===== config.mk =====
export PLATFORM = sky130hd
export DESIGN_NAME = out_switch_ctrl
export DESIGN_NICKNAME = d
export VERILOG_FILES = /design/src/rtl/out_switch_ctrl_pkg.sv /design/src/rtl/out_switch_ctrl_vs_edge_sync.sv /design/src/rtl/out_switch_ctrl.sv
export SDC_FILE = /design/constraint.sdc
export NUM_CORES = 1
export LEC_CHECK = 0
export BUFFER_PORTS_ARGS = -buffer_cell sky130_fd_sc_hd__buf_4
export CAP_MARGIN = 10
export CORE_MARGIN = 4
export CORE_UTILIZATION = 63
export DETAILED_ROUTE_END_ITERATION = 6
export GPL_ROUTABILITY_DRIVEN = 0
export PLACE_DENSITY = 0.85
export SLEW_MARGIN = 20
export SYNTH_ARGS = -nofsm -noshare
export SYNTH_HDL_FRONTEND = slang
export SYNTH_SLANG_ARGS = --single-unit

===== constraint.sdc =====
create_clock -name clk27 -period 6.4 [get_ports clk27]
set_clock_uncertainty 0.2 [all_clocks]
set_input_delay 1.28 -clock clk27 [delete_from_list [all_inputs] [get_ports clk27]]
set_output_delay 1.28 -clock clk27 [all_outputs]
set_load 0.02 [all_outputs]

===== src/rtl/out_switch_ctrl_pkg.sv =====
// Shared types and default timing constants for the output source switch sequencer.
package out_switch_ctrl_pkg;

  typedef enum logic [1:0] {
    IDLE,
    DRAIN,
    TXRST,
    SETTLE
  } swState_e;

  localparam int unsigned DefBlankFrames = 2;
  localparam int unsigned DefTxRstCycles = 270;
  localparam int unsigned DefVsTimeout   = 1000000;
  localparam int unsigned TimeoutWidth   = 20;

endpackage


===== src/rtl/out_switch_ctrl_vs_edge_sync.sv =====
// Two-flop VSYNC synchronizer followed by a one-cycle falling-edge pulse.
module vs_edge_sync
  import out_switch_ctrl_pkg::*;
(
  input  logic clk_i,
  input  logic rst_n_i,
  input  logic vs_i,
  output logic fall_o
);

  // [0] and [1] form the synchronizer, [2] holds the previous synchronized level
  logic [2:0] sync_q;

  always_ff @(posedge clk_i or negedge rst_n_i) begin
    if (!rst_n_i) begin
      sync_q <= 3'b111;
    end else begin
      sync_q <= {sync_q[1:0], vs_i};
    end
  end

  assign fall_o = sync_q[2] & ~sync_q[1];

endmodule


===== src/rtl/out_switch_ctrl.sv =====
// Output source switch sequencer: blank, swap the mux, reset the HDMI TX, then wait
// for the new source to settle. Define SWITCH_TXRST_EN to enable the TX reset pulse.
module out_switch_ctrl
  import out_switch_ctrl_pkg::*;
#(
  parameter int unsigned BLANK_FRAMES  = DefBlankFrames,
  parameter int unsigned TX_RST_CYCLES = DefTxRstCycles,
  parameter int unsigned VS_TIMEOUT    = DefVsTimeout
) (
  input  logic       clk27,
  input  logic       reset_n,
  input  logic       src_req,
  input  logic       vs_sc,
  input  logic       vs_vg,
  output logic       sel_out,
  output logic       blank_out,
  output logic       tx_rst_n_out,
  output logic       busy,
  output logic [7:0] switch_cnt,
  output logic       timeout_flag
);

  localparam logic [TimeoutWidth-1:0] TimeoutLast = TimeoutWidth'(VS_TIMEOUT - 1);
  localparam logic [TimeoutWidth-1:0] CntOne      = TimeoutWidth'(1);
  localparam logic [3:0]              FramesLast  = 4'(BLANK_FRAMES - 1);

  if (BLANK_FRAMES < 1 || BLANK_FRAMES > 15) begin : g_badFrames
    $error("BLANK_FRAMES must be within 1..15");
  end
  if (TX_RST_CYCLES < 1 || TX_RST_CYCLES > 1048575) begin : g_badTxRst
    $error("TX_RST_CYCLES must be within 1..2^20-1");
  end
  if (VS_TIMEOUT < 1 || VS_TIMEOUT > 1048575) begin : g_badTimeout
    $error("VS_TIMEOUT must be within 1..2^20-1");
  end

  swState_e                  state_q, state_d;
  logic                      sel_q, sel_d;
  logic [3:0]                edgeCnt_q, edgeCnt_d;
  logic [TimeoutWidth-1:0]   timeoutCnt_q, timeoutCnt_d;
  logic [7:0]                switchCnt_q, switchCnt_d;
  logic                      timeoutFlag_q, timeoutFlag_d;
  logic                      initSeq_q, initSeq_d;
  logic                      scFall, vgFall, selEdge, timeoutHit;

  vs_edge_sync u_syncSc (
    .clk_i   (clk27),
    .rst_n_i (reset_n),
    .vs_i    (vs_sc),
    .fall_o  (scFall)
  );

  vs_edge_sync u_syncVg (
    .clk_i   (clk27),
    .rst_n_i (reset_n),
    .vs_i    (vs_vg),
    .fall_o  (vgFall)
  );

  assign selEdge    = sel_q ? vgFall : scFall;
  assign timeoutHit = (timeoutCnt_q == TimeoutLast);

`ifdef SWITCH_TXRST_EN
  localparam logic [TimeoutWidth-1:0] TxRstLast = TimeoutWidth'(TX_RST_CYCLES - 1);

  logic [TimeoutWidth-1:0] txCnt_q, txCnt_d;

  always_ff @(posedge clk27 or negedge reset_n) begin
    if (!reset_n) begin
      txCnt_q <= '0;
    end else begin
      txCnt_q <= txCnt_d;
    end
  end
`endif

  always_ff @(posedge clk27 or negedge reset_n) begin
    if (!reset_n) begin
      state_q       <= TXRST;
      sel_q         <= 1'b1;
      edgeCnt_q     <= '0;
      timeoutCnt_q  <= '0;
      switchCnt_q   <= '0;
      timeoutFlag_q <= 1'b0;
      initSeq_q     <= 1'b1;
    end else begin
      state_q       <= state_d;
      sel_q         <= sel_d;
      edgeCnt_q     <= edgeCnt_d;
      timeoutCnt_q  <= timeoutCnt_d;
      switchCnt_q   <= switchCnt_d;
      timeoutFlag_q <= timeoutFlag_d;
      initSeq_q     <= initSeq_d;
    end
  end

  // The timeout counter only runs while waiting on VSYNC and restarts on every entry
  always_comb begin
    state_d       = state_q;
    sel_d         = sel_q;
    edgeCnt_d     = edgeCnt_q;
    timeoutCnt_d  = '0;
    switchCnt_d   = switchCnt_q;
    timeoutFlag_d = timeoutFlag_q;
    initSeq_d     = initSeq_q;
`ifdef SWITCH_TXRST_EN
    txCnt_d       = '0;
`endif
    case (state_q)
      IDLE: begin
        if (src_req != sel_q) begin
          state_d       = DRAIN;
          timeoutFlag_d = 1'b0;
        end
      end
      DRAIN: begin
        timeoutCnt_d = timeoutCnt_q + CntOne;
        if (selEdge || timeoutHit) begin
          state_d      = TXRST;
          sel_d        = ~sel_q;
          timeoutCnt_d = '0;
        end
      end
      TXRST: begin
        edgeCnt_d = '0;
`ifdef SWITCH_TXRST_EN
        txCnt_d = txCnt_q + CntOne;
        if (txCnt_q == TxRstLast) begin
          state_d = SETTLE;
          txCnt_d = '0;
        end
`else
        state_d = SETTLE;
`endif
      end
      SETTLE: begin
        timeoutCnt_d = timeoutCnt_q + CntOne;
        // A coincident edge wins over the timeout, so the flag only marks a missing VSYNC
        if (selEdge || timeoutHit) begin
          timeoutCnt_d = '0;
          if (!selEdge) begin
            timeoutFlag_d = 1'b1;
          end
          if (edgeCnt_q == FramesLast) begin
            state_d   = IDLE;
            edgeCnt_d = '0;
            initSeq_d = 1'b0;
            if (!initSeq_q) begin
              switchCnt_d = switchCnt_q + 8'd1;
            end
          end else begin
            edgeCnt_d = edgeCnt_q + 4'd1;
          end
        end
      end
      default: state_d = IDLE;
    endcase
  end

  assign sel_out      = sel_q;
  assign blank_out    = (state_q != IDLE);
  assign busy         = (state_q != IDLE);
  assign switch_cnt   = switchCnt_q;
  assign timeout_flag = timeoutFlag_q;

`ifdef SWITCH_TXRST_EN
  assign tx_rst_n_out = (state_q != TXRST);
`else
  assign tx_rst_n_out = 1'b1;
`endif

endmodule


# Word level (Yosys, flattened, before mapping)
# Index checks and enable logic that the tools add are counted.
[totals]
reg_bits = 43
inputBits = 5
out_inout_bits = 13
elab_cells = 56
[classes]
addsub = 3
n_eq_ne = 11
n_mux = 15
n_bitwise = 6
n_reduce_logical = 12
[ops]
columns = ["operator", "n"]
rows = [
  ["2-to-1 mux 20 bit", 2],
  ["adder 20 x 1 -> 20 bit, second input constant", 1],
  ["equality test 20 bit, second input constant", 1],
  ["AND reduction 4 bit", 3],
  ["!= test 2 bit, second input constant", 5],
  ["adder 8 x 1 -> 8 bit, second input constant", 1],
  ["2-to-1 mux 2 bit", 4],
  ["2-to-1 mux 4 bit", 2],
  ["one-hot mux 2 bit (4 select lines)", 1],
  ["one-hot mux 4 bit (2 select lines)", 1],
  ["nonzero test 2 bit", 3],
  ["adder 4 x 1 -> 4 bit, second input constant", 1],
  ["equality test 2 bit, second input constant", 2],
  ["equality test 4 x 1 -> 1 bit, second input constant", 1],
  ["2-to-1 mux 1 bit", 4],
  ["inverter 1 bit", 4],
  ["AND reduction 2 bit", 2],
  ["AND reduction 3 bit", 1],
  ["AND 1 bit", 2],
  ["equality test 2 x 1 -> 1 bit, second input constant", 1],
  ["zero test 2 bit", 1],
  ["one-hot mux 1 bit (2 select lines)", 1],
  ["OR reduction 2 bit", 1],
  ["logical OR 1 bit", 1],
  ["!= test 1 bit", 1],
]

# Longest topological paths before layout
[depth]
depth_word = 6
ltp_mapped = 8

# Modules after synthesis
# From an unflattened synthesis, not the netlist that was laid out.
[hier_totals]
hier_cells = 202
area_unflattened_um2 = 2123.3
[modules_own_cells]
columns = ["module", "instances", "cells_per_inst", "area_per_inst_um2"]
rows = [
  ["out_switch_ctrl", 1, 194, 1938.1],
  ["vs_edge_sync", 2, 4, 92.6],
]

# Worst setup path before layout
# OpenSTA, ideal clock, no wires.
[synth_path]
path_kind = "register -> output"
from = "register state_q[1]"
to = "output busy"
arrival_time_ns = 1.120
required_ns = 4.920
slack_ns = 3.800
stages_incl_launch_ff = 5
cell_sequence = "dfstp_2 -> inv_1 -> ha_1 -> inv_1 -> buf_4"
[synth_via]
elab_chain_cells = 1
[synth_rtl]
columns = ["element", "line", "source"]
rows = [
  ["start, declared", "out_switch_ctrl.sv:37", "swState_e state_q, state_d;"],
  ["start signal, assigned", "out_switch_ctrl.sv:87", "state_q <= state_d;"],
  ["nonzero test 2 bit", "--", ""],
  ["end, declared", "out_switch_ctrl.sv:18", "output logic busy,"],
]
# No other way between the ends.

# Worst setup path in the final report
[layout_path]
from = "register state_q[1]"
to = "output busy"
[layout_via]
elab_chain_cells = 1
[layout_rtl]
columns = ["element", "line", "source"]
rows = [
  ["nonzero test 2 bit", "out_switch_ctrl.sv:162", "assign busy = (state_q != IDLE);"],
]
# No other way between the ends.

==> results.ini <==
[setup_path]
worstPathCellList=inv_1, ha_1, inv_1, buf_4
rrSetupSlack_ns=3.77
rr_worst_depth=6
cp_top_family=flip-flops
required_ns=4.92
critPathCaptureType=primary output
r2r_start=timeoutCnt_q[0]
worstPathArrival_ns=1.46
worstSetupPathType=flop to primary output
r2r_end=state_q[1]
crit_slowest_cell=dfstp_2
path_buf_inv=3
crit_fanout=4
slowest_delay_ns=0.58
critPathLaunchType=flop
path_common_cell=inv_1

[finish]
syn2layout_area_growth_pct=10.8
layout-drive-gt1-share_pct=20.1
fin_nets=231
n_antenna_cell=0
post-route-util_pct=75.3

[sta]
finalHoldViolations=0
fin_crit_ns=2.94
timing.fmax_mhz=340
slew_viol_final=0
post-route-period-util_pct=45.9
relSlewSlack_pct=37.3
hold_ws_ns=0.166
worstMarginPinSlew_ns=0.940
tns_ns=0
rsz0062_at_grt=no
final.setup.worst_slack_ns=3.46
finalSetupViolations=0

[logic_synthesis]
synthDistinctLibCells=41
synth.area.top_cells=dfrtp_1 40%, dfstp_2 11%, xor2_1 7.0%
yosysSeqAreaShare_pct=51.1
synth_seq_cells=43
syn_area_sq_mm=0.00213
synth-edff-count=0
ys_async_sr_fraction_pct=100
syn_nets=214
yosys.cell_count.top_type=dfrtp_1
yosysTopAreaCell=dfrtp_1
ys_top_cells_by_count=34 x dfrtp_1, 32 x nor2_1, 17 x xor2_1
synth_top_area_share_pct=40.0
syn_inst=201
synth_flop_cell=dfrtp_1
synth_warnings=0
synth.avg_cell_area_sq_um=10.6

[pwr]
power_density_mw_per_mm2=323
power_leakage_nw=1.08
ir_drop_v=0.000194

[floorplanning]
coreArea_sq_mm=0.00313
num_rows=20
die_w_um=66.1
die_area_sq_mm=0.00437
start_util_pct=68.0
die_h_um=66.1
io_pins=18

[global_routing]
track_usage_pct=19.7
grt_overflow_total=0
grt_pass1_vias=1486
antenna_found_initial=0
grt_pass1_wl_um=6530
grt_max_degree=44

[clocking]
ctsHoldBuffers=0
cts-buffers-inserted=5
h-tree-depth=2
cts_tree=built
clockBufferDepth=2
cts.sinks=43
clk_pin_slew_ns=0.12
clkLatencyLatePin_ns=0.35
clockRootBuffer=clkbuf_4
cts_setup_buffers=0
cts.repair.resized=0

[worst_hold_path]
hold_depth=0
hold_path_class=flop to flop
holdPathEnd=u_syncSc.sync_q[1]
hp-start=u_syncSc.sync_q[0]

[detailed_routing]
dr.pass1.iters=4
drt-total-wl_um=3750
drc=0
routedWlPerCell_um=14.3
vias=1468
final_antenna_net_count=0
first_iter_violations=86
viasPerCell=5.58

[placed_design]
dp_hpwl_um=2730
pre_cts_ws_ns=3.79
port-buffer-count=16

[run_status]
outcome=finished, final reports clean

[run]
cap_violations=0

-- area by class of cell --
cell class | instances | area, sq um
Sequential cell | 43 | 1090
Fill cell | 193 | 773
Timing Repair Buffer | 16 | 120
Tap cell | 44 | 55.1
Clock buffer | 6 | 51.3
Clock inverter | 2 | 35.0
Multi-Input combinational cell | 142 | 968
Inverter | 10 | 37.5
-- cell usage in the layout (no fill, tap or decap), types with 2 or more instances in the layout --
master    instances
nand2_1          16
o22a_1            2
nand4_1           7
a31oi_1           3
mux2_2            2
buf_4            16
inv_1            10
dfstp_2           9
nor4b_2           2
xor2_1           17
o21ai_0           3
xnor2_1          10
and3_1            5
nand3_1          10
dfrtp_1          34
ha_1              8
nor2_1           32
a21oi_1           2
clkbuf_4          5
nor3_1            3
-- worst max-delay path by stage --
| stage | from | cells after the start | slack, ns | endpoint |
|---|---|---|---|---|
| 2_1_floorplan | state_q[1] | 4 | 3.80 | busy |
| 3_3_place_gp | timeoutCnt_q[0] | 6 | 3.91 | state_q[1] |
| 3_5_place_dp | timeoutCnt_q[0] | 6 | 3.79 | state_q[1] |
| 4_1_cts | state_q[1] | 4 | 3.44 | busy |
| 5_1_grt | state_q[1] | 4 | 3.36 | blank_out |
| 6_report | state_q[1] | 4 | 3.46 | busy |
-- cell families (layout without fill, tap and decap cells) --
| family | Yosys count | in the layout | share of synthesized area (%) |
|---|---|---|---|
| AOI/OAI and AO/OA | 17 | 17 | 6.47 |
| xor gates and xnor gates | 27 | 27 | 11.1 |
| adders and majority gates | 8 | 8 | 4.71 |
| buffers and inverters | 16 | 34 | 3.30 |
| DFF | 43 | 43 | 51.1 |
| muxes | 3 | 3 | 1.53 |
| other | 1 | 1 | 0.176 |
| and+or+nand+nor | 86 | 86 | 21.5 |
-- metrics by stage --
stage               power, mW  area (sq um)  cells
CTS                     0.768          2350    263
detailed placement      0.590          2270    255
global placement        0.570          2270    255
finish                  0.762          2350    263
floorplan               0.523          2130    201
global route            0.812          2350    263
-- worst register-to-register path: stages (launching register included) --
cell and delay [ns]:
dfrtp_1 0.41, ha_1 0.25, and4_4 0.25, nand4_4 0.13, o221ai_2 0.77, nand3_1 0.24
mux2_2 0.33
-- state kept, by name, summed over array words and instances, names as in the netlist --
name and cells:
initSeq_q 1, sel_out 1, u_syncSc.sync_q 3, state_q 2
timeout_flag 1, switch_cnt 8, timeoutCnt_q 20, edgeCnt_q 4
u_syncVg.sync_q 3
-- power by group --
| part | switching, mW | internal [mW] | total (mW) |
|---|---|---|---|
| logic | 0.147 | 0.0961 | 0.243 |
| clock network | 0.0815 | 0.0924 | 0.174 |
| registers | 0.0354 | 0.309 | 0.344 |
-- per-layer routing --
layer | global-route usage (%) | routed length [um]
met3 | 5.61 | 150
met2 | 32.7 | 1950
met4 | 5.33 | 51
met5 | 0 | 0
met1 | 25.2 | 1600
Note: power is estimated with default switching activity, not from simulation.
